**src/rtl/cpu_types_pkg.sv**
```systemverilog
// Shared CPU-side types.
//   word_t       32-bit data/address word
//   ramstate_t   RAM status reported back to the arbiter
//   arb_state_t  RAM arbiter FSM states
//   ADDRINC_DEF  default byte step between the two words of a burst
package cpu_types_pkg;
  typedef logic [31:0] word_t;

  typedef enum logic [1:0] {FREE, BUSY, ACCESS, ERROR} ramstate_t;

  typedef enum logic [1:0] {IDLE, W1, W2} arb_state_t;

  localparam int ADDRINC_DEF = 4;
endpackage

```
**src/rtl/ram_arbiter_rr_pick.sv**
```systemverilog
// rr_pick: combinational round-robin priority encoder.
//   req     per-requester request vector
//   rr_ptr  index searched first; search wraps upward modulo NREQ
//   pick    one-hot winner (0 when nothing requested)
//   valid   1 when any request is set
module rr_pick #(
  parameter int NREQ = 4,
  parameter int PW   = 2
) (
  input  logic [NREQ-1:0] req,
  input  logic [PW-1:0]   rr_ptr,
  output logic [NREQ-1:0] pick,
  output logic            valid
);
  always_comb begin
    int idx;
    idx   = 0;
    pick  = '0;
    valid = 1'b0;
    for (int i = 0; i < NREQ; i++) begin
      idx = int'(rr_ptr) + i;
      if (idx >= NREQ) idx = idx - NREQ;
      if (!valid && req[idx]) begin
        pick[idx] = 1'b1;
        valid     = 1'b1;
      end
    end
  end
endmodule

```
**src/rtl/ram_arbiter.sv**
```systemverilog
// ram_arbiter: round-robin arbiter sharing one RAM port among NREQ requesters.
//   CLK, RST           clock, synchronous active-high reset
//   req/wen/burst      per-requester request, write, 2-word burst
//   addr/store         per-requester word address / write data
//   rwait/load         per-requester wait (0 on word completion) / read data
//   err                pulses for the cycle a transfer aborts on RAM ERROR
//   gnt                one-hot grant, 0 when idle
//   ramREN/ramWEN      RAM enables; ramaddr/ramstore address and write data
//   ramload/ramstate   RAM read data and status
module ram_arbiter
  import cpu_types_pkg::*;
#(
  parameter int NREQ    = 4,
  parameter int ADDRINC = ADDRINC_DEF
) (
  input  logic                 CLK,
  input  logic                 RST,
  input  logic [NREQ-1:0]      req,
  input  logic [NREQ-1:0]      wen,
  input  logic [NREQ-1:0]      burst,
  input  logic [NREQ-1:0][31:0] addr,
  input  logic [NREQ-1:0][31:0] store,
  output logic [NREQ-1:0]      rwait,
  output logic [NREQ-1:0][31:0] load,
  output logic                 err,
  output logic [NREQ-1:0]      gnt,
  output logic                 ramREN,
  output logic                 ramWEN,
  output logic [31:0]          ramaddr,
  output logic [31:0]          ramstore,
  input  logic [31:0]          ramload,
  input  ramstate_t            ramstate
);
  localparam int PW = (NREQ > 1) ? $clog2(NREQ) : 1;

  arb_state_t      state, state_nxt;
  logic [NREQ-1:0] g_q, g_nxt;
  logic [PW-1:0]   rr_ptr, rr_nxt, gidx, rr_after;
  logic [NREQ-1:0] pick;
  logic            pick_vld;

  logic        cur_req, cur_wen, cur_burst;
  logic [31:0] cur_addr, cur_store;

  rr_pick #(.NREQ(NREQ), .PW(PW)) u_pick (
    .req    (req),
    .rr_ptr (rr_ptr),
    .pick   (pick),
    .valid  (pick_vld)
  );

  // Binary index of the registered one-hot grant.
  always_comb begin
    gidx = '0;
    for (int i = 0; i < NREQ; i++)
      if (g_q[i]) gidx = PW'(i);
  end

  assign rr_after  = (int'(gidx) == NREQ-1) ? '0 : gidx + PW'(1);
  assign cur_req   = req[gidx];
  assign cur_wen   = wen[gidx];
  assign cur_burst = burst[gidx];
  assign cur_addr  = addr[gidx];
  assign cur_store = store[gidx];

  always_ff @(posedge CLK) begin
    if (RST) begin
      state  <= IDLE;
      g_q    <= '0;
      rr_ptr <= '0;
    end else begin
      state  <= state_nxt;
      g_q    <= g_nxt;
      rr_ptr <= rr_nxt;
    end
  end

  always_comb begin
    state_nxt = state;
    g_nxt     = g_q;
    rr_nxt    = rr_ptr;
    rwait     = '1;
    load      = '0;
    err       = 1'b0;
    gnt       = '0;
    ramREN    = 1'b0;
    ramWEN    = 1'b0;
    ramaddr   = '0;
    ramstore  = '0;
    case (state)
      IDLE: begin
        if (pick_vld) begin
          g_nxt     = pick;
          state_nxt = W1;
        end
      end
      W1, W2: begin
        gnt         = g_q;
        ramaddr     = (state == W2) ? cur_addr + 32'(ADDRINC) : cur_addr;
        ramstore    = cur_store;
        ramWEN      = cur_wen;
        ramREN      = ~cur_wen;
        load[gidx]  = ramload;
        rwait[gidx] = (ramstate != ACCESS);
        // Completion, drop and error all leave through the same exit:
        // back to IDLE with the pointer moved past the current owner.
        if (!cur_req || ramstate == ERROR ||
            (ramstate == ACCESS && (state == W2 || !cur_burst))) begin
          err       = cur_req && (ramstate == ERROR);
          state_nxt = IDLE;
          g_nxt     = '0;
          rr_nxt    = rr_after;
        end else if (ramstate == ACCESS) begin
          state_nxt = W2;
        end
      end
      default: begin
        state_nxt = IDLE;
        g_nxt     = '0;
      end
    endcase
  end
endmodule

```
**config.mk**
```make
export PLATFORM = sky130hd
export DESIGN_NAME = ram_arbiter
export DESIGN_NICKNAME = d
export VERILOG_FILES = /design/src/rtl/cpu_types_pkg.sv /design/src/rtl/ram_arbiter_rr_pick.sv /design/src/rtl/ram_arbiter.sv
export SDC_FILE = /design/constraint.sdc
export NUM_CORES = 1
export LEC_CHECK = 0
export ABC_AREA = 1
export BUFFER_PORTS_ARGS = -buffer_cell sky130_fd_sc_hd__buf_4
export CORE_AREA = 5 5 197 199
export CTS_BUF_LIST = sky130_fd_sc_hd__clkbuf_2
export DETAILED_ROUTE_END_ITERATION = 8
export DIE_AREA = 0 0 202 204
export GPL_ROUTABILITY_DRIVEN = 0
export HOLD_SLACK_MARGIN = 0.15
export PLACE_DENSITY_LB_ADDON = 0.25
export SLEW_MARGIN = 20
export SYNTH_ARGS = -nofsm -noshare
export SYNTH_HDL_FRONTEND = slang
export SYNTH_SLANG_ARGS = --single-unit
```
**constraint.sdc**
```tcl
create_clock -name CLK -period 2 [get_ports CLK]
set_input_delay 0.2 -clock CLK [delete_from_list [all_inputs] [get_ports CLK]]
set_output_delay 0.2 -clock CLK [all_outputs]
set_load 0.02 [all_outputs]
```
==> results of run 1 <==
## kinds of logic after synthesis
logic type	after synthesis	share of synthesized area
AOI/OAI and AO/OA	190	0.195
adders and majority gates	11	0.0272
buffers and inverters	188	0.148
DFF	8	0.0316
and+or+nand+nor	737	0.598
## registers in the layout, summed over array words and instances, names as in the netlist
name	flops
g_q	4
rr_ptr	2
state	2
## worst max-delay path, delay by kind of cell, from the launching register on
family / cells / cell delay [ns]
compound gates: 3 / 0.41
buf+inv: 3 / 0.39
flops: 1 / 0.41
simple gates: 7 / 0.89
## layout by cell type, fill, tap and decap left out, types with 37 or more instances in the layout
cell       n
buf_4    498
nand2_1  236
nor2_4   175
nor2_1   169
buf_6    105
inv_1    100
o21ai_0   76
nand3_1   39
nand2_2   37
## layout make-up
cell class	instances	area [um^2]	share of cell area
Inverter	123	498	0.0375
Multi-Input combinational cell	938	6060	0.456
Tap cell	474	593	0.0446
Sequential cell	8	171	0.0129
Clock buffer	4	20.0	0.00151
Timing Repair Buffer	650	5950	0.448
## routing by layer
metal | vias up | global-route usage | wire, um
met1 | 4343 | 0.231 | 17100
met4 | 0 | 0.0203 | 538
met3 | 34 | 0.0227 | 2460
li1 | 4702 | - | -
met5 | - | 0 | 0
met2 | 369 | 0.296 | 19800
## power groups by stage
stage               Clock, mW  Combinational [mW]  Sequential (mW)
finish                  0.120                20.9            0.307
global route            0.132                22.3            0.315
CTS                     0.124                19.1            0.300
detailed placement          0                16.9            0.298
global placement            0                16.9            0.294
floorplan                   0                9.82            0.271
## how the worst min path moves through the flow
| stage | from | endpoint | slack (ns) | cells past startpoint |
|---|---|---|---|---|
| global placement | RST | g_q[2] | 0.40 | 2 |
| floorplan | RST | g_q[2] | 0.26 | 1 |
| finish | ramstate[1] | state[0] | 0.40 | 5 |
| global route | ramstate[1] | state[0] | 0.42 | 5 |
| detailed placement | RST | g_q[2] | 0.40 | 2 |
| CTS | ramstate[1] | state[0] | 0.37 | 5 |
## repair_timing
item | CTS | global route
setup endpoints to repair | 204 | 207
buffers inserted | 21 | 7
endpoints found under the hold margin | 2 | 0
hold buffers | 1 | 0
gates cloned | 6 | 7
resized for setup | 198 | 205
pin swaps | 33 | 45
## metrics by stage
stage	instance area, um^2	total power [mW]	instances	setup slack (ns)	util
after floorplan	6410	10.1	1134	-0.00789	-
after global placement	11300	17.2	2155	-0.346	0.305
after detailed placement	11300	17.2	2155	-0.379	0.305
final	13300	21.4	2197	-0.552	0.359
after CTS	12400	19.5	2186	-0.543	0.335
after global routing	13300	22.7	2197	-0.706	0.359
==> impl_metrics.env, run 1 <==
export IMPL_timing_rr_end="g_q[1]"
export IMPL_cts_clk_slew_worst_paths_ns=0.11
export IMPL_arrival_ns=2.35
export IMPL_antenna_cells=0
export IMPL_cp_max_fo=5
export IMPL_max_freq_mhz=392
export IMPL_die_y_um=204
export IMPL_ys_ff_latch=8
export IMPL_hold_viol=0
export IMPL_violations="negative setup slack"
export IMPL_p_seq_frac=0.014
export IMPL_cts_buffers=3
export IMPL_core_um2=37000
export IMPL_yosysWarningCount=0
export IMPL_num_vias=9448
export IMPL_routed_wl_um=39900
export IMPL_p_switching_mw=12.3
export IMPL_p_sw_frac=0.577
export IMPL_worstSetupEndpoint="ramaddr[16]"
export IMPL_cts_tree="yes"
export IMPL_clkLatencyLatePin_ns=0.25
export IMPL_dpl_hpwl_um=31500
export IMPL_hp_class="primary input to flop"
export IMPL_endpoint_kind="output pin"
export IMPL_pin_count=507
export IMPL_setup_tns_ns=-68.13
export IMPL_path_cells="a21oi_4 -> buf_12 -> buf_12 -> nand2_1 -> nand2_2 -> nand2_4 -> nor2_2 -> nand3_2 -> nor2_4 -> nand2_1 -> o21ai_1 -> a21oi_2 -> buf_4"
export IMPL_port_buffers=506
export IMPL_r2r_slack_ns=-0.32
export IMPL_clock_sinks=8
export IMPL_drc=0
export IMPL_cts_max_level=1
export IMPL_start_kind="flop"
export IMPL_finalNetCount=2039
export IMPL_max_cap_violations=0
export IMPL_drt_iter0_markers=633
export IMPL_cts_root_buf="clkbuf_2"
export IMPL_status="finished with violations"
export IMPL_vdd_ir_drop_max_mv=0.488
export IMPL_synth_top_cell_area_share=0.259
export IMPL_cts_path_max_buffers=2
export IMPL_wl_per_cell_um=18.1
export IMPL_slew_viol_final=0
export IMPL_setup_slack_ns=-0.552
export IMPL_clock_skew_ns=0.0108
export IMPL_dr_pass1_iters=5
export IMPL_grt_pass1_wl_um=55300
export IMPL_initial_core_util=0.137
export IMPL_syn_inst=1134
export IMPL_rsz0062_at_grt="true"
export IMPL_internal_power_mw=9.03
export IMPL_ys_top_cells_by_area="nor2_1, nand2_1, o21ai_0"
export IMPL_synth_area_um2=5060
export IMPL_die_width_um=202
export IMPL_cellPowerDensity_nw_per_um2=1610
export IMPL_syn_num_nets=1449
export IMPL_grt_pass1_vias=9038
export IMPL_tightest_slew_ns=0.528
export IMPL_setup_viol=205
export IMPL_required_ns=1.80
export IMPL_n_fill_cell=3945
export IMPL_slew_headroom=0.647
export IMPL_die_area_um2=41200
export IMPL_grt_use_total=0.170
export IMPL_rows=71
export IMPL_critPathSlowestCell="dfxtp_4"
export IMPL_fin_crit_ns=2.55
export IMPL_vias_per_cell=4.30
export IMPL_overflow=0
export IMPL_synthArstFlopShare=0
export IMPL_avgSynthCellArea_um2=4.47
export IMPL_comb_power_share=0.980
export IMPL_grt_max_degree=39
export IMPL_clkPwrFrac=0.006
export IMPL_syn_to_final_growth_pct=162
export IMPL_crit_type="flop to output pin"
export IMPL_post_route_period_util=1.28
export IMPL_synth_distinct_cells=31
export IMPL_drive_above_1_share=0.591
export IMPL_whs_ns=0.401
export IMPL_antenna_found_initial=0
export IMPL_synth_most_common_cell="nor2_1"
export IMPL_worstSetupStartpoint="g_q[1]"
export IMPL_max_stage_delay_ns=0.41
export IMPL_synth_common_cells="nor2_1, nand2_1, o21ai_0"
export IMPL_synth_area_leader_cell="nor2_1"
export IMPL_synth_edf_count=0
export IMPL_r2r_cells=17
export IMPL_synth_yosys_seq_area_share=0.0316
export IMPL_reg2reg_from="g_q[2]"
export IMPL_ys_flop_type="dfxtp_1"
export IMPL_ant_nets=0
export IMPL_p_leak_nw=6.28
No activity file was read; power rests on OpenSTA's default activity.
==> inputs of run 2 (changes only) <==
--- a/config.mk
+++ b/config.mk
@@ -7,10 +7,10 @@
 export LEC_CHECK = 0
 export ABC_AREA = 1
 export BUFFER_PORTS_ARGS = -buffer_cell sky130_fd_sc_hd__buf_4
-export CORE_AREA = 5 5 197 199
+export CORE_AREA = 5 5 192 194
 export CTS_BUF_LIST = sky130_fd_sc_hd__clkbuf_2
 export DETAILED_ROUTE_END_ITERATION = 8
-export DIE_AREA = 0 0 202 204
+export DIE_AREA = 0 0 197 199
 export GPL_ROUTABILITY_DRIVEN = 0
 export HOLD_SLACK_MARGIN = 0.15
 export PLACE_DENSITY_LB_ADDON = 0.25
==> constraint.sdc (replaced) <==
create_clock -name CLK -period 2.35 [get_ports CLK]
set_input_delay 0.235 -clock CLK [delete_from_list [all_inputs] [get_ports CLK]]
set_output_delay 0.235 -clock CLK [all_outputs]
set_load 0.02 [all_outputs]
==> run 2 against run 1 <==
Net effect:
- the flow still finishes with violations (negative setup slack)
- combinational power is 21% lower
- critical path depth is 1 higher
- die area is 4.9% lower
- largest cell class is now non-clock buffers
==> impl_metrics.env, run 2 (same netlist as run 1, synthesis figures left out) <==
export IMPL_reg_top3="g_q x4, rr_ptr x2, state x2"
export IMPL_dr_pass1_iters=5
export IMPL_hold_viol=0
export IMPL_crit_type="flop to output pin"
export IMPL_rsz0062_at_grt="true"
export IMPL_multiInputGateArea_um2=5190
export IMPL_initial_core_util=0.144
export IMPL_placed_cells=2122
export IMPL_n_fill_cell=3880
export IMPL_placed_area_um2=10000
export IMPL_drive_above_1_share=0.539
export IMPL_post_route_period_util=1.08
export IMPL_drt_iter0_markers=433
export IMPL_hp_class="primary input to flop"
export IMPL_rows=69
export IMPL_largest_register_ffs=4
export IMPL_layout_common_cells="buf_4, nor2_1, nand2_1"
export IMPL_cellPowerDensity_nw_per_um2=1390
export IMPL_required_ns=2.12
export IMPL_drc=0
export IMPL_clock_sinks=8
export IMPL_fin_area_um2=12200
export IMPL_status="finished with violations"
export IMPL_max_cap_violations=0
export IMPL_cts_max_level=1
export IMPL_tightest_slew_ns=0.406
export IMPL_setup_slack_ns=-0.186
export IMPL_violations="negative setup slack"
export IMPL_start_kind="flop"
export IMPL_port_buffers=506
export IMPL_slew_viol_final=0
export IMPL_cp_max_fo=17
export IMPL_max_freq_mhz=394
export IMPL_clkPwrFrac=0.006
export IMPL_ant_nets=0
export IMPL_max_stage_delay_ns=0.38
export IMPL_routed_wl_um=41900
export IMPL_comb_power_share=0.980
export IMPL_internal_power_mw=7.16
export IMPL_p_seq_frac=0.015
export IMPL_antenna_found_initial=4
export IMPL_grt_pass1_wl_um=55200
export IMPL_cts_hold_buf=0
export IMPL_cts_root_buf="clkbuf_2"
export IMPL_die_y_um=199
export IMPL_die_area_um2=39200
export IMPL_overflow=0
export IMPL_clkLatencyLatePin_ns=0.25
export IMPL_instances_no_fill=2184
export IMPL_p_leak_nw=6.15
export IMPL_syn_to_final_growth_pct=140
export IMPL_die_width_um=197
export IMPL_grt_use_total=0.182
export IMPL_clock_skew_ns=0.00829
export IMPL_seq_area_um2=169
export IMPL_vdd_ir_drop_max_mv=0.705
export IMPL_cts_tree="yes"
export IMPL_grt_pass1_vias=9062
export IMPL_num_vias=9414
export IMPL_grt_max_degree=39
export IMPL_wl_per_cell_um=19.2
export IMPL_regMostFlops="g_q"
export IMPL_vias_per_cell=4.31
export IMPL_dpl_worst_slack_ns=-0.272
export IMPL_cts_path_max_buffers=2
export IMPL_p_switching_mw=9.75
export IMPL_dpl_hpwl_um=31900
export IMPL_finalNetCount=2037
export IMPL_final_common_cell="buf_4"
export IMPL_pin_count=507
export IMPL_setup_viol=31
export IMPL_power_mw=16.9
export IMPL_slew_headroom=0.727
export IMPL_whs_ns=0.182
export IMPL_p_sw_frac=0.577
export IMPL_endpoint_kind="output pin"
export IMPL_cts_buffers=3
export IMPL_fin_crit_ns=2.54
export IMPL_cts_clk_slew_worst_paths_ns=0.09
export IMPL_core_um2=35100
export IMPL_arrival_ns=2.30
export IMPL_critPathSlowestCell="dfxtp_4"
export IMPL_path_cells="inv_8 -> buf_16 -> buf_4 -> o21ai_0 -> nand2_2 -> nand2_4 -> nor2_4 -> nand2_1 -> nor2_1 -> nand2_2 -> nor2_4 -> a21oi_2 -> nor2_2 -> buf_4"
## run 2: changes by cell type in the layout (fill, tap and decap cells not counted), sizes merged
cell and delta:
buf -2, diode +2, bufbuf +1, dlygate4sd3 -1
## run 2: routing by layer
| layer | GRT usage | wire (um) |
|---|---|---|
| met4 | 0.0267 | 588 |
| met3 | 0.0307 | 2410 |
| met2 | 0.351 | 22200 |
| met5 | 0 | 0 |
| met1 | 0.215 | 16600 |
## run 2: stage by stage
step	utilization	setup TNS (ns)
global route	0.347	-11.79
floorplan	-	-2.38
detailed placement	0.285	-1.26
finish	0.347	-3.79
global placement	0.285	-0.954
CTS	0.307	-4.30
## run 2: power by group through the flow
stage          Sequential, mW  Combinational [mW]  Clock, mW
5_1_grt                 0.252                17.8      0.115
4_1_cts                 0.241                14.6      0.102
6_report                0.245                16.6     0.0991
3_3_place_gp            0.239                12.9          0
3_5_place_dp            0.240                12.9          0
2_1_floorplan           0.219                6.97          0
## run 2: cell type report
cell class	instances	share of cell area
Tap cell	461	0.0474
Clock buffer	4	0.00165
Multi-Input combinational cell	938	0.427
Antenna cell	2	0.000411
Inverter	123	0.0390
Timing Repair Buffer	648	0.471
Sequential cell	8	0.0139
## run 2: path summary, 6_finish.rpt
path,startpoint,to,slack (ns),cells after the start
setup / recovery,g_q[3],ramaddr[29],-0.19,14
hold / removal,RST,g_q[2],0.18,2
setup reg to reg,g_q[3],g_q[2],0.19,17
hold reg to reg,state[0],state[0],0.48,2
## run 2: critical path: cells and delay by family, from the launching register on
family	cells	cell delay, ns
compound gates	2	0.17
buf+inv	4	0.58
simple gates	8	0.89
flops	1	0.38
## run 2: what timing repair did
item / in CTS / in global routing
setup buffers: 22 / 25
gates cloned: 5 / 10
pin swaps: 35 / 58
resized for setup: 110 / 329
setup endpoints to repair: 102 / 180
==> inputs of run 3 (changes only) <==
--- a/config.mk
+++ b/config.mk
@@ -7,14 +7,15 @@
 export LEC_CHECK = 0
 export ABC_AREA = 1
 export BUFFER_PORTS_ARGS = -buffer_cell sky130_fd_sc_hd__buf_4
-export CORE_AREA = 5 5 192 194
+export CORE_AREA = 5 5 194 196
 export CTS_BUF_LIST = sky130_fd_sc_hd__clkbuf_2
 export DETAILED_ROUTE_END_ITERATION = 8
-export DIE_AREA = 0 0 197 199
+export DIE_AREA = 0 0 199 201
 export GPL_ROUTABILITY_DRIVEN = 0
 export HOLD_SLACK_MARGIN = 0.15
 export PLACE_DENSITY_LB_ADDON = 0.25
 export SLEW_MARGIN = 20
 export SYNTH_ARGS = -nofsm -noshare
 export SYNTH_HDL_FRONTEND = slang
+export SYNTH_HIERARCHICAL = 1
 export SYNTH_SLANG_ARGS = --single-unit
==> run 3 against run 2 <==
Net effect:
- the flow still finishes with violations (negative setup slack)
- final area up 5.9%
- total power up 8.3%
- largest power group unchanged
- sequential power up 5%
- global-route usage up 0.87 points
- critical path depth up 2
- critical endpoint is now ramaddr[30]
- maximum frequency down 4.0%
- critical path type unchanged
- routed wire length up 4.8%
- hold slack better by 0.029 ns
- first-iteration DRC count up 33%
==> impl_metrics.env, run 3 <==
export IMPL_status="finished with violations"
export IMPL_violations="negative setup slack"
export IMPL_grt_max_degree=33
export IMPL_initial_core_util=0.144
export IMPL_start_kind="flop"
export IMPL_p_seq_frac=0.014
export IMPL_synth_distinct_cells=42
export IMPL_p_leak_nw=6.33
export IMPL_ys_flop_type="dfxtp_1"
export IMPL_fin_crit_ns=2.64
export IMPL_power_mw=18.3
export IMPL_finish_utilization=0.359
export IMPL_syn_inst=1104
export IMPL_path_common_cell="nand2_2"
export IMPL_p_switching_mw=10.4
export IMPL_post_route_period_util=1.12
export IMPL_cp_max_fo=4
export IMPL_dpl_hpwl_um=33700
export IMPL_instances_no_fill=2174
export IMPL_comb_power_share=0.981
export IMPL_reg2reg_from="g_q[3]"
export IMPL_antenna_found_initial=11
export IMPL_synth_area_leader_cell="nor2_1"
export IMPL_tightest_slew_ns=0.357
export IMPL_clock_sinks=8
export IMPL_required_ns=2.12
export IMPL_ys_ff_latch=8
export IMPL_ys_top_cells_by_area="nor2_1, nand2_1, o21ai_0"
export IMPL_vdd_ir_drop_max_mv=0.596
export IMPL_avgSynthCellArea_um2=4.70
export IMPL_max_cap_violations=0
export IMPL_setup_slack_ns=-0.292
export IMPL_cts_path_max_buffers=2
export IMPL_clkPwrFrac=0.005
export IMPL_endpoint_kind="output pin"
export IMPL_cpLargestDelayFamily="simple AND/OR/NAND/NOR gates"
export IMPL_synth_yosys_seq_area_share=0.0309
export IMPL_cp_depth=16
export IMPL_port_buffers=506
export IMPL_cts_buffers=3
export IMPL_cts_clk_slew_worst_paths_ns=0.09
export IMPL_vias_per_cell=4.43
export IMPL_synth_common_cells="nor2_1, nand2_1, o21ai_0"
export IMPL_die_y_um=201
export IMPL_ant_nets=0
export IMPL_wl_per_cell_um=20.2
export IMPL_rsz0062_at_grt="true"
export IMPL_hold_path_depth=2
export IMPL_syn_to_final_growth_pct=148
export IMPL_setup_viol=153
export IMPL_cts_tree="yes"
export IMPL_finalNetCount=2020
export IMPL_drt_iter0_markers=574
export IMPL_die_area_um2=40000
export IMPL_layout_common_cells="buf_4, nor2_1, nand2_1"
export IMPL_core_um2=35900
export IMPL_synthArstFlopShare=0
export IMPL_arrival_ns=2.41
export IMPL_grt_use_total=0.191
export IMPL_n_fill_cell=3896
export IMPL_crit_type="flop to output pin"
export IMPL_grt_pass1_wl_um=58500
export IMPL_cts_hold_buf=0
export IMPL_yosysWarningCount=6
export IMPL_dpl_worst_slack_ns=-0.0782
export IMPL_crit_buf_inv=3
export IMPL_drive_above_1_share=0.564
export IMPL_hp_class="primary input to flop"
export IMPL_setup_tns_ns=-13.10
export IMPL_hold_start="RST"
export IMPL_grt_pass1_vias=8909
export IMPL_placed_cells=2095
export IMPL_num_vias=9633
export IMPL_synth_area_um2=5180
export IMPL_timing_rr_end="g_q[2]"
export IMPL_synth_top_cell_area_share=0.237
export IMPL_r2r_cells=17
export IMPL_regMostFlops="g_q"
export IMPL_clkLatencyLatePin_ns=0.24
export IMPL_die_width_um=199
export IMPL_max_stage_delay_ns=0.37
export IMPL_overflow=0
export IMPL_final_common_cell="buf_4"
export IMPL_largest_register_ffs=4
export IMPL_rows=70
export IMPL_clock_skew_ns=0.00709
export IMPL_cellPowerDensity_nw_per_um2=1420
export IMPL_internal_power_mw=7.92
export IMPL_hold_viol=0
export IMPL_slew_viol_final=0
export IMPL_fin_area_um2=12900
export IMPL_pin_count=507
export IMPL_whs_ns=0.211
export IMPL_placed_area_um2=9990
export IMPL_multiInputGateArea_um2=5590
export IMPL_max_freq_mhz=379
export IMPL_cts_root_buf="clkbuf_2"
export IMPL_p_sw_frac=0.567
export IMPL_critPathSlowestCell="dfxtp_4"
export IMPL_slew_headroom=0.760
export IMPL_synth_edf_count=0
export IMPL_drc=0
export IMPL_hold_end="g_q[2]"
export IMPL_dr_pass1_iters=6
export IMPL_seq_area_um2=169
export IMPL_path_cells="buf_6 -> a21oi_4 -> nand2_2 -> nand2_2 -> nand2_2 -> inv_2 -> ha_4 -> nand3_2 -> nor2_2 -> nand3_2 -> nor2_4 -> nand3_2 -> nand2_2 -> nand2_2 -> nor2_2 -> buf_6"
export IMPL_r2r_slack_ns=0.04
export IMPL_syn_num_nets=1423
export IMPL_cts_max_level=1
export IMPL_synth_most_common_cell="nor2_1"
export IMPL_reg_top3="g_q x4, rr_ptr x2, state x2"
export IMPL_routed_wl_um=43900
run 3: cell types whose count changed after synthesis, moves of 5 or more:
cell      delta
nand2_1     -30
nand3_1     +24
nor2_1      -23
clkbuf_1    -12
buf_2       +10
inv_1       -10
a21oi_1      +9
o21ai_1      -8
inv_2        -6
nand2_2      +6
nand2_4      +5
run 3: cells by family after synthesis:
kind of cell / share of synthesized area
AOI/OAI and AO/OA: 0.187
xor gates and xnor gates: 0.00169
adders and majority gates: 0.0362
buffers and inverters: 0.145
DFF: 0.0309
and+or+nand+nor: 0.599
run 3: how the worst max path moves through the flow:
stage,startpoint,endpoint,slack (ns)
after floorplan,g_q[3],load[34],-0.02
after global placement,g_q[3],ramaddr[28],-0.11
after detailed placement,g_q[3],ramaddr[30],-0.08
after CTS,g_q[2],ramaddr[29],-0.22
after global routing,g_q[3],ramaddr[30],-0.48
final,g_q[3],ramaddr[30],-0.29
run 3: layout make-up:
cell class / instances / share of cell area
clock buffer: 4 / 0.00155
antenna: 6 / 0.00117
inverter: 109 / 0.0329
tap: 468 / 0.0455
timing repair buffer: 656 / 0.471
multi-input combinational: 923 / 0.434
sequential: 8 / 0.0131
run 3: power groups by stage:
stage                     logic (mW)  registers, mW  clock network [mW]
after floorplan                 7.37          0.248                   0
after global placement          13.0          0.254                   0
after detailed placement        13.0          0.257                   0
after CTS                       14.7          0.257              0.0999
after global routing            19.2          0.265               0.108
final                           17.9          0.258              0.0967
run 3: what timing repair did:
| item | CTS | global route |
|---|---|---|
| gates cloned | 8 | 10 |
| endpoints found under the hold margin | 0 | 0 |
| setup buffers | 24 | 32 |
| gates resized for setup | 113 | 426 |
| pin swaps | 31 | 43 |
| endpoints found under the setup margin | 168 | 168 |
run 3: worst register-to-register path, cell delays in order (launching register included):
cell	delay, ns
dfxtp_4	0.37
buf_6	0.13
nor2_4	0.26
buf_6	0.18
buf_12	0.13
buf_6	0.10
buf_12	0.12
buf_12	0.11
clkbuf_16	0.15
nor3_2	0.05
nor2_1	0.09
nand2_1	0.07
nand2_2	0.09
nand2_2	0.07
nand2_4	0.10
inv_4	0.06
nand3_1	0.08
a21oi_2	0.06
run 3: metal layers:
| layer | GRT usage | vias to the layer above | wire length, um |
|---|---|---|---|
| met5 | 0 | - | 43 |
| met4 | 0.0354 | 8 | 788 |
| li1 | - | 4666 | - |
| met1 | 0.270 | 4513 | 19400 |
| met3 | 0.0455 | 52 | 3790 |
| met2 | 0.297 | 394 | 19900 |
